[config.mk]
export PLATFORM = sky130hd
export DESIGN_NAME = bresenham_line_scorer
export DESIGN_NICKNAME = d
export VERILOG_FILES = /design/src/rtl/bresenham_line_scorer.sv
export SDC_FILE = /design/constraint.sdc
export NUM_CORES = 1
export LEC_CHECK = 0
export CAP_MARGIN = 20
export CORE_AREA = 2 2 142 144
export DETAILED_ROUTE_END_ITERATION = 8
export DIE_AREA = 0 0 144 146
export HOLD_SLACK_MARGIN = 0.05
export MAX_ROUTING_LAYER = met4
export PLACE_DENSITY = 0.79
export SLEW_MARGIN = 15
export SYNTH_ARGS = -nofsm -noshare
export SYNTH_HDL_FRONTEND = slang
export SYNTH_SLANG_ARGS = --single-unit
[constraint.sdc]
create_clock -name clk -period 4.9 [get_ports clk]
set_input_delay 0.98 -clock clk [delete_from_list [all_inputs] [get_ports clk]]
set_output_delay 0.98 -clock clk [all_outputs]
set_load 0.05 [all_outputs]
[src/rtl/bresenham_line_scorer.sv]
// Walks an all-octant Bresenham line over the residual image, scoring the pixels
// under a candidate string and, in draw/erase modes, updating them in place.
module bresenham_line_scorer #(
  parameter int COORD_W = 9,
  parameter int IMG_W   = 320,
  parameter int IMG_H   = 320,
  parameter int ADDR_W  = 17,
  parameter int PIX_W   = 8,
  parameter int ACC_W   = 19,
  parameter int LINE_W  = 32,
  parameter int THRESH  = 16
) (
  input  logic               clk,
  input  logic               reset,
  input  logic               req_val,
  output logic               req_rdy,
  input  logic [COORD_W-1:0] req_x0,
  input  logic [COORD_W-1:0] req_y0,
  input  logic [COORD_W-1:0] req_x1,
  input  logic [COORD_W-1:0] req_y1,
  input  logic [1:0]         req_mode,
  output logic               resp_val,
  input  logic               resp_rdy,
  output logic [ACC_W-1:0]   resp_reduction,
  output logic [COORD_W:0]   resp_count,
  output logic               resp_err,
  output logic [ADDR_W-1:0]  mem_addr,
  output logic               mem_ren,
  input  logic [PIX_W-1:0]   mem_rdata,
  output logic               mem_wen,
  output logic [PIX_W-1:0]   mem_wdata
);

  typedef enum logic [2:0] {
    S_IDLE, S_SETUP, S_RD, S_WR, S_DRAIN, S_RESP
  } state_t;

  localparam int EW = COORD_W + 2;
  localparam logic [COORD_W-1:0] C_ONE      = COORD_W'(1);
  localparam logic [COORD_W:0]   CNT_ONE    = (COORD_W+1)'(1);
  localparam logic [COORD_W:0]   X_LIM      = (COORD_W+1)'(IMG_W);
  localparam logic [COORD_W:0]   Y_LIM      = (COORD_W+1)'(IMG_H);
  localparam logic [ADDR_W-1:0]  ROW_STRIDE = ADDR_W'(IMG_W);
  localparam logic [PIX_W-1:0]   LINE_PIX   = PIX_W'(LINE_W);
  localparam logic [ACC_W-1:0]   THRESH_EXT = ACC_W'(THRESH);

  state_t state, state_next;

  logic [1:0]            mode;
  logic [COORD_W-1:0]    x, y, x1, y1;
  logic [COORD_W-1:0]    dx, dy, dx_calc, dy_calc;
  logic                  sx_neg, sy_neg;
  logic signed [EW-1:0]  err, err_next, dx_e, dy_e;
  logic signed [EW:0]    e2, dx_w, dy_w;
  logic                  step, step_x, step_y;
  logic                  last, out_of_bounds, draw_mode, rd_pending;
  logic [ACC_W-1:0]      acc, acc_delta;
  logic [COORD_W:0]      count;
  logic                  err_flag;
  logic [ADDR_W-1:0]     pix_addr;
  logic [PIX_W:0]        pix_sum;
  logic [PIX_W-1:0]      pix_dif, wr_pix;

  always_comb begin
    dx_calc       = (x1 >= x) ? x1 - x : x - x1;
    dy_calc       = (y1 >= y) ? y1 - y : y - y1;
    out_of_bounds = ({1'b0, x} >= X_LIM) || ({1'b0, x1} >= X_LIM) ||
                    ({1'b0, y} >= Y_LIM) || ({1'b0, y1} >= Y_LIM);
    draw_mode     = (mode == 2'd1) || (mode == 2'd2);
    last          = (x == x1) && (y == y1);
    pix_addr      = ADDR_W'(y) * ROW_STRIDE + ADDR_W'(x);
  end

  // Bresenham step decision; both updates use the error from before this step
  always_comb begin
    dx_e   = {2'b00, dx};
    dy_e   = {2'b00, dy};
    dx_w   = {3'b000, dx};
    dy_w   = {3'b000, dy};
    e2     = {err, 1'b0};
    step_x = e2 > -dy_w;
    step_y = e2 < dx_w;
    err_next = err;
    if (step_x) err_next = err_next - dy_e;
    if (step_y) err_next = err_next + dx_e;
  end

  always_comb begin
    pix_sum = {1'b0, mem_rdata} + {1'b0, LINE_PIX};
    pix_dif = mem_rdata - LINE_PIX;
    if (mode == 2'd2)
      wr_pix = pix_sum[PIX_W] ? '1 : pix_sum[PIX_W-1:0];
    else
      wr_pix = (mem_rdata >= LINE_PIX) ? pix_dif : '0;
    case (mode)
      2'd2:    acc_delta = -ACC_W'(mem_rdata);
      2'd3:    acc_delta = ACC_W'(mem_rdata) - THRESH_EXT;
      default: acc_delta = ACC_W'(mem_rdata);
    endcase
  end

  always_ff @(posedge clk) begin
    if (reset) state <= S_IDLE;
    else       state <= state_next;
  end

  // Draw/erase alternate read and write of each pixel; scoring streams reads
  always_comb begin
    state_next = state;
    req_rdy    = 1'b0;
    resp_val   = 1'b0;
    mem_ren    = 1'b0;
    mem_wen    = 1'b0;
    step       = 1'b0;
    case (state)
      S_IDLE: begin
        req_rdy = 1'b1;
        if (req_val) state_next = S_SETUP;
      end
      S_SETUP: state_next = out_of_bounds ? S_RESP : S_RD;
      S_RD: begin
        mem_ren = 1'b1;
        if (draw_mode)  state_next = S_WR;
        else if (last)  state_next = S_DRAIN;
        else            step = 1'b1;
      end
      S_WR: begin
        mem_wen = 1'b1;
        if (last) begin
          state_next = S_RESP;
        end else begin
          step       = 1'b1;
          state_next = S_RD;
        end
      end
      S_DRAIN: state_next = S_RESP;
      S_RESP: begin
        resp_val = 1'b1;
        if (resp_rdy) state_next = S_IDLE;
      end
      default: state_next = S_IDLE;
    endcase
  end

  always_ff @(posedge clk) begin
    if (reset) begin
      mode       <= '0;
      x          <= '0;
      y          <= '0;
      x1         <= '0;
      y1         <= '0;
      dx         <= '0;
      dy         <= '0;
      sx_neg     <= 1'b0;
      sy_neg     <= 1'b0;
      err        <= '0;
      acc        <= '0;
      count      <= '0;
      err_flag   <= 1'b0;
      rd_pending <= 1'b0;
    end else begin
      rd_pending <= mem_ren;
      if (state == S_IDLE && req_val) begin
        x    <= req_x0;
        y    <= req_y0;
        x1   <= req_x1;
        y1   <= req_y1;
        mode <= req_mode;
      end
      if (state == S_SETUP) begin
        dx       <= dx_calc;
        dy       <= dy_calc;
        sx_neg   <= x1 < x;
        sy_neg   <= y1 < y;
        err      <= $signed({2'b00, dx_calc}) - $signed({2'b00, dy_calc});
        acc      <= '0;
        count    <= '0;
        err_flag <= out_of_bounds;
      end
      if (mem_ren)    count <= count + CNT_ONE;
      if (rd_pending) acc   <= acc + acc_delta;
      if (step) begin
        err <= err_next;
        if (step_x) x <= sx_neg ? x - C_ONE : x + C_ONE;
        if (step_y) y <= sy_neg ? y - C_ONE : y + C_ONE;
      end
    end
  end

  assign mem_addr       = (mem_ren || mem_wen) ? pix_addr : '0;
  assign mem_wdata      = mem_wen ? wr_pix : '0;
  assign resp_reduction = acc;
  assign resp_count     = count;
  assign resp_err       = err_flag;

endmodule

==> results_dict.tcl, run 1 <==
set metrics [dict create \
    finalSetupViolations 0 \
    grt_overflow 0 \
    synthToLayoutAreaGrowth_pct 19.28 \
    instances_no_fill 1737 \
    wl_mm 27.03 \
    grtUsageMet3 0.03554 \
    cp.required_ps 5120 \
    gp_congestion 0.9027 \
    path_class "register to register" \
    synthDominantCellAreaShare 0.2026 \
    ant_nets 0 \
    hold_viol 0 \
    yosysSeqAreaShare 0.2026 \
    nets 1670 \
    diodes 0 \
    synth_fp_nets 1557 \
    final_util 0.6278 \
    ys_ff_latch 103 \
    clock_latency_ps 360 \
    yosysTopAreaCell "dfxtp_1" \
    drive_above_1_share 0.09035 \
    worst_pin_slew_ps 824.4 \
    syn_area_per_cell_um2 7.516 \
    ctsHoldBuffers 0 \
    synthArstFlopShare 0 \
    initial_utilization 0.5263 \
    final_common_cell "nand2_1" \
    grt_usage 0.2677 \
    yosys-top-cells-area "dfxtp_1, ha_1, a21oi_1" \
    start_kind "register" \
    syn_area_um2 10180 \
    pin_count 109 \
    status "completed" \
    use_met1 0.3607 \
    vias 9831 \
    relSlewSlack 0.4504 \
    die_y_um 146 \
    finalCritPeriodShare 0.9712 \
    fillers 1663 \
    wire_per_inst_um 15.56 \
    yosysWarnings 0 \
    clock-sinks 103 \
    die_w_um 144 \
    antenna_found_initial 0 \
    grt_max_degree 71 \
    dp_hpwl_mm 20.76 \
    dp_cells 1714 \
    cap_violations 0 \
    syn_inst 1354 \
    global_route.usage.met2 0.4105 \
    crit_path_end_kind "register" \
    ys.flop_type "dfxtp_1" \
    numCtsBuffers 9 \
    drtPass1Iterations 5 \
    drt_iter0_drc 683 \
    htree_levels 3 \
    row_count 51 \
    viasPerCell 5.660 \
    clk_path_buf_depth 2 \
    cts_tree "built" \
    drc_errors 0 \
    synthDistinctLibCells 80 \
    clockRootBuffer "clkbuf_16" \
    io_buffers 108 \
    grt_pass1_vias 9361 \
    slew_violations 0 \
    fin_skew_ps 9.116 \
    grt_setup_unrepaired "yes" \
    synth_edf_count 0 \
    grt.busiest_layer "met2" \
    cts.reportedPaths.clkPinSlew_ps 80 \
    hp-class "register to register" \
    dieArea_um2 21020 \
    fin_crit_ps 4759 \
    layout_common_cells "nand2_1, ha_1, nor2_1, a21oi_1, inv_1" \
    cp_max_fo 5 \
    max_freq_mhz 210.1 \
    core-area_um2 19330 \
    worstPathArrival_ps 4980 \
    grt_pass1_wl_mm 44.75 \
]
==> per-layer routing <==
metal,part of all wire,up-vias
met5,0,-
met2,0.45,265
met3,0.049,49
met4,0.026,0
met1,0.47,4564
li1,-,4953
==> worst paths after layout <==
path	startpoint	to	slack [ps]	depth (start not counted)
max	dy[5]$_SDFFE_PP0P_	err[10]$_SDFFE_PP0P_	140	21
min	dy[5]$_SDFFE_PP0P_	dy[5]$_SDFFE_PP0P_	460	2
min reg2reg	dy[5]$_SDFFE_PP0P_	dy[5]$_SDFFE_PP0P_	460	2
max reg2reg	dy[5]$_SDFFE_PP0P_	err[10]$_SDFFE_PP0P_	140	21
==> through the flow <==
stage	hold slack [ps]	TNS [ps]	worst slack, ps	instance area (um2)
final	461.5	0	141.0	12140
after detailed placement	450.6	-20.72	-20.72	11670
after global placement	444.7	0	76.45	11660
after floorplan	431.9	0	13.61	10180
after global routing	495.7	-108.6	-108.6	12140
after CTS	458.7	0	40.81	11990
==> area by class of cell <==
type,count,area (um2),area share
Clock inverter,6,67.56,0.005566
Multi-Input combinational cell,1088,7575,0.6241
Tap cell,265,331.6,0.02732
Clock buffer,10,239.0,0.01969
Sequential cell,103,2067,0.1703
Timing Repair Buffer,159,1460,0.1203
Inverter,106,397.9,0.03278
==> cells in the mapped netlist, drive strengths merged, types with 4 or more instances <==
master   instances
a2111oi          5
a211o            5
a211oi          30
a21boi           4
a21o            26
a21oi          137
a311oi           7
a31oi           13
and2             7
and3            11
buf             16
clkbuf          41
dfxtp          103
fa              12
ha             141
inv            105
mux2             7
mux2i           19
nand2          162
nand2b          15
nand3           20
nand3b           5
nand4            6
nor2           137
nor2b           29
nor3            32
nor3b            4
nor4             9
o211ai           5
o21a            17
o21ai           77
o21bai          13
o311ai           5
o31a             4
o31ai            5
or2              6
xnor2           56
xor2            22
==> flip-flops by register name, summed over array words and instances (netlist names) <==
register / cells
dy: 9
x: 9
y1: 9
y: 9
resp_reduction: 19
state: 3
rd_pending: 1
mode: 2
resp_count: 10
dx: 9
resp_err: 1
x1: 9
err: 11
sy_neg: 1
sx_neg: 1
==> kinds of logic after synthesis <==
| group | Yosys count | share of synthesized area |
|---|---|---|
| and+or+nand+nor | 453 | 0.2025 |
| AOI/OAI and AO/OA | 377 | 0.2387 |
| buffers and inverters | 163 | 0.06271 |
| adders and majority gates | 153 | 0.1970 |
| DFF | 103 | 0.2026 |
| xor gates and xnor gates | 79 | 0.06935 |
| muxes | 26 | 0.02717 |
==> critical path, cell delays in order (launching register included) <==
cell and delay (ps):
dfxtp_2 330, inv_2 50, nand4_1 130, or4_4 470
nor3_2 160, ha_1 280, nand3_2 100, nor3_2 50
a21boi_2 150, o41ai_2 270, buf_4 200, mux2_4 330
fa_2 370, a21oi_2 170, o21ai_2 90, o31a_1 330
o41ai_2 350, nor2_1 80, mux2i_1 180, mux2i_1 240
mux2i_1 210, o31ai_1 80
==> timing repair <==
item | CTS | global route
endpoints found under the setup margin | 1 | 3
resized for setup | 1 | 32
setup buffers | 0 | 6
pin swaps | 0 | 15
Power of run 1 is left out: the tool's default activity adds up to more than one toggle a clock period on the data nets, which glitch-free logic cannot reach.
==> inputs of run 2 (changes only) <==
- CORE_AREA: 2 2 142 144 -> 2 2 141 143
- CTS_BUF_LIST: default -> sky130_fd_sc_hd__clkbuf_4
- DIE_AREA: 0 0 144 146 -> 0 0 143 145
- GPL_ROUTABILITY_DRIVEN: default -> 0
==> results_dict.tcl, run 2 (synthesis results as in run 1) <==
set metrics [dict create \
    status "completed" \
    start_kind "register" \
    layout_common_cells "nand2_1, ha_1, nor2_1, a21oi_1, inv_1" \
    finalCritPeriodShare 0.9837 \
    clock-sinks 103 \
    fillers 1713 \
    clk_path_buf_depth 2 \
    multiInputGateArea_um2 7557 \
    fin_skew_ps 14.73 \
    crit_path_end_kind "register" \
    fin_ws_ps 79.63 \
    seq_area_um2 2062 \
    cap_violations 0 \
    clock_latency_ps 500 \
    hp-class "register to register" \
    antenna_found_initial 1 \
    cts.reportedPaths.clkPinSlew_ps 160 \
    grt_overflow 0 \
    crit_slowest_cell "or4_4" \
    drt_iter0_drc 753 \
    grt_max_degree 56 \
    finalSetupViolations 0 \
    max_stage_delay_ps 460 \
    final_common_cell "nand2_1" \
    max_freq_mhz 207.5 \
    largest_register_ffs 19 \
    grt_pass1_vias 9458 \
    ant_nets 0 \
    dp_hpwl_mm 21.15 \
    nets 1661 \
    synthToLayoutAreaGrowth_pct 16.39 \
    cp.required_ps 5290 \
    vias 9894 \
    path_buf_inv 1 \
    post-cts-setup-buffer-count 0 \
    preCtsSetupSlack_ps -139.5 \
    slew_violations 0 \
    core-area_um2 19210 \
    row_count 51 \
    wire_per_inst_um 15.67 \
    grt_setup_unrepaired "yes" \
    grt_usage 0.2738 \
    fin_crit_ps 4820 \
    worst_path_most_repeated_cell "mux2i_1" \
    io_buffers 108 \
    relSlewSlack 0.4762 \
    wl_mm 27.09 \
    drive_above_1_share 0.07382 \
    initial_utilization 0.5298 \
    numCtsBuffers 9 \
    grt_pass1_wl_mm 45.42 \
    pin_count 109 \
    clockRootBuffer "clkbuf_4" \
    viasPerCell 5.722 \
    cts_tree "built" \
    worst_pin_slew_ps 782.9 \
    drtPass1Iterations 6 \
    worstPathArrival_ps 5210 \
    path_class "register to register" \
    die_w_um 143 \
    htree_levels 3 \
    crit_chain "inv_1 > nand4_1 > or4_4 > nor3_2 > ha_1 > nand3_1 > nor3_1 > a21boi_2 > o41ai_4 > mux2_4 > fa_2 > a21oi_2 > o21ai_1 > o31a_1 > o41ai_2 > nor2_1 > mux2i_1 > mux2i_1 > mux2i_1 > o31ai_1" \
    cp_top_family "compound AO/OA/AOI/OAI gates" \
    die_y_um 145 \
    hold_viol 0 \
    drc_errors 0 \
    cp_max_fo 5 \
    dieArea_um2 20740 \
]
run 2: path summary, 6_finish.rpt:
check,start,endpoint,slack [ps],cells past startpoint
worst max-delay path,dy[3]$_SDFFE_PP0P_,err[10]$_SDFFE_PP0P_,80,20
worst min-delay path,dy[5]$_SDFFE_PP0P_,dy[5]$_SDFFE_PP0P_,470,2
worst min register to register,dy[5]$_SDFFE_PP0P_,dy[5]$_SDFFE_PP0P_,470,2
worst max register to register,dy[3]$_SDFFE_PP0P_,err[10]$_SDFFE_PP0P_,80,20
run 2: final cells by class:
type	instances	area share
sequential	103	0.1741
antenna	1	0.0002113
tap	265	0.02799
clock inverter	4	0.001796
multi-input combinational	1088	0.6381
inverter	106	0.03359
timing repair buffer	150	0.1166
clock buffer	12	0.007606
run 2: metal layers:
layer	part of all wire	global-route usage
met5	0	-
met4	0.034	0.1040
met3	0.055	0.04422
met2	0.44	0.4089
met1	0.47	0.3712
run 2: worst min-delay path: stages (launching register included):
cell     delay [ps]
dfxtp_1         340
nand2_1          50
a21oi_1          50
run 2: what timing repair did:
action,CTS,global route
hold buffers,0,0
resized for setup,2,17
pin swaps,0,3
setup endpoints to repair,1,7
cloned,0,0
run 2: metrics by stage:
step	cell area [um2]	hold slack [ps]	std cells	setup TNS [ps]	util
final	11840	469.3	1729	0	0.6166
after detailed placement	11650	453.5	1712	-139.5	0.6067
after global placement	11650	449.2	1712	0	0.6067
after floorplan	10180	431.9	1354	0	-
after global routing	11840	503.9	1729	-223.6	0.6166
after CTS	11780	471.9	1728	0	0.6134
Power of run 2 is left out for the same reason.
==> inputs of run 3 (changes only) <==
- SLEW_MARGIN: 15 -> default
==> results_dict.tcl, run 3 (synthesis results as in run 1) <==
set metrics [dict create \
    status "completed" \
    io_buffers 108 \
    viasPerCell 5.717 \
    final_common_cell "nand2_1" \
    cts_tree "built" \
    relSlewSlack 0.4796 \
    die_w_um 143 \
    grt_pass1_vias 9458 \
    max_stage_delay_ps 460 \
    fillers 1709 \
    wire_per_inst_um 15.68 \
    slew_violations 0 \
    cts.reportedPaths.clkPinSlew_ps 160 \
    fin_crit_ps 4824 \
    grtUsageMet3 0.04422 \
    hold_viol 0 \
    cp_max_fo 5 \
    grt_max_degree 56 \
    drt_iter0_drc 678 \
    worstPathArrival_ps 5200 \
    core-area_um2 19210 \
    seq_area_um2 2062 \
    vias 9890 \
    crit_chain "inv_1 > nand4_1 > or4_4 > nor3_2 > ha_1 > nand3_1 > nor3_1 > a21boi_2 > o41ai_4 > mux2_4 > fa_2 > a21oi_2 > o21ai_1 > o31a_1 > o41ai_2 > nor2_1 > mux2i_1 > mux2i_1 > mux2i_1 > o31ai_1" \
    path_buf_inv 1 \
    hp-class "register to register" \
    grt_usage 0.2738 \
    finalSetupViolations 0 \
    cap_violations 0 \
    fin_skew_ps 15.44 \
    grt_overflow 0 \
    max_freq_mhz 207.3 \
    clk_path_buf_depth 2 \
    start_kind "register" \
    pin_count 109 \
    clock_latency_ps 490 \
    worst_pin_slew_ps 777.9 \
    worst_path_most_repeated_cell "mux2i_1" \
    ant_nets 0 \
    row_count 51 \
    path_class "register to register" \
    clock-sinks 103 \
    use_met1 0.3712 \
    nets 1662 \
    cp.required_ps 5280 \
    wl_mm 27.13 \
    grt.busiest_layer "met2" \
    die_y_um 145 \
    dp_hpwl_mm 21.15 \
    global_route.usage.met2 0.4089 \
    initial_utilization 0.5298 \
    htree_levels 3 \
    drc_errors 0 \
    finalCritPeriodShare 0.9845 \
    crit_path_end_kind "register" \
    layout_common_cells "nand2_1, ha_1, nor2_1, a21oi_1, inv_1" \
    grt_setup_unrepaired "yes" \
    final.setup.tns_ps 0 \
    antenna_found_initial 1 \
    drive_above_1_share 0.07377 \
    grt_pass1_wl_mm 45.42 \
    clockRootBuffer "clkbuf_4" \
    numCtsBuffers 9 \
    crit_slowest_cell "or4_4" \
    post-cts-setup-buffer-count 0 \
    cp_top_family "compound AO/OA/AOI/OAI gates" \
    drtPass1Iterations 5 \
    dieArea_um2 20740 \
    synthToLayoutAreaGrowth_pct 16.65 \
    largest_register_ffs 19 \
    ctsHoldBuffers 0 \
    multiInputGateArea_um2 7556 \
]
==> run 3: cell types whose count changed in the layout (fill, tap and decap cells not counted), sizes merged <==
cell and change:
buf +1
==> run 3: worst reg2reg max path: stages, from the launching register on <==
cell,delay [ps]
dfxtp_1,340
inv_1,100
nand4_1,140
or4_4,460
nor3_2,140
ha_1,280
nand3_1,120
nor3_1,80
a21boi_2,170
o41ai_4,450
mux2_4,370
fa_2,390
a21oi_2,160
o21ai_1,110
o31a_1,290
o41ai_2,330
nor2_1,80
mux2i_1,190
mux2i_1,240
mux2i_1,190
o31ai_1,80
==> run 3: metrics by stage <==
step | utilization | hold slack, ps | setup WS (ps) | area, um2 | instances
after floorplan | - | 431.9 | 13.61 | 10180 | 1354
after global placement | 0.6067 | 449.2 | 93.81 | 11650 | 1712
after detailed placement | 0.6067 | 453.5 | -139.5 | 11650 | 1712
after CTS | 0.6134 | 471.9 | 27.60 | 11780 | 1728
after global routing | 0.6180 | 503.9 | -223.6 | 11870 | 1730
final | 0.6180 | 469.4 | 75.84 | 11870 | 1730
==> run 3: final cells by class <==
type | count | area share
repair buffers | 151 | 0.1187
clock buffers | 12 | 0.007589
clock inverters | 4 | 0.001792
diodes | 1 | 0.0002108
inverters | 106 | 0.03352
flip-flops and latches | 103 | 0.1737
multi-input cells | 1088 | 0.6366
well taps | 265 | 0.02793
==> run 3: final timing paths <==
check,slack (ps),end,depth (start not counted),start
min reg2reg,470,dy[5]$_SDFFE_PP0P_,2,dy[5]$_SDFFE_PP0P_
max,80,err[10]$_SDFFE_PP0P_,20,dy[3]$_SDFFE_PP0P_
min,470,dy[5]$_SDFFE_PP0P_,2,dy[5]$_SDFFE_PP0P_
max reg2reg,80,err[10]$_SDFFE_PP0P_,20,dy[3]$_SDFFE_PP0P_
==> run 3: layer usage <==
metal / routed length [um] / part of all wire
met5: 0 / 0
met4: 947 / 0.035
met3: 1575 / 0.058
met2: 11980 / 0.44
met1: 12630 / 0.47
==> run 3: timing repair <==
item,in CTS,in global routing
gates resized for setup,2,17
cloned,0,0
endpoints found under the setup margin,1,7
pin swaps,0,3
Power of run 3 is left out for the same reason.
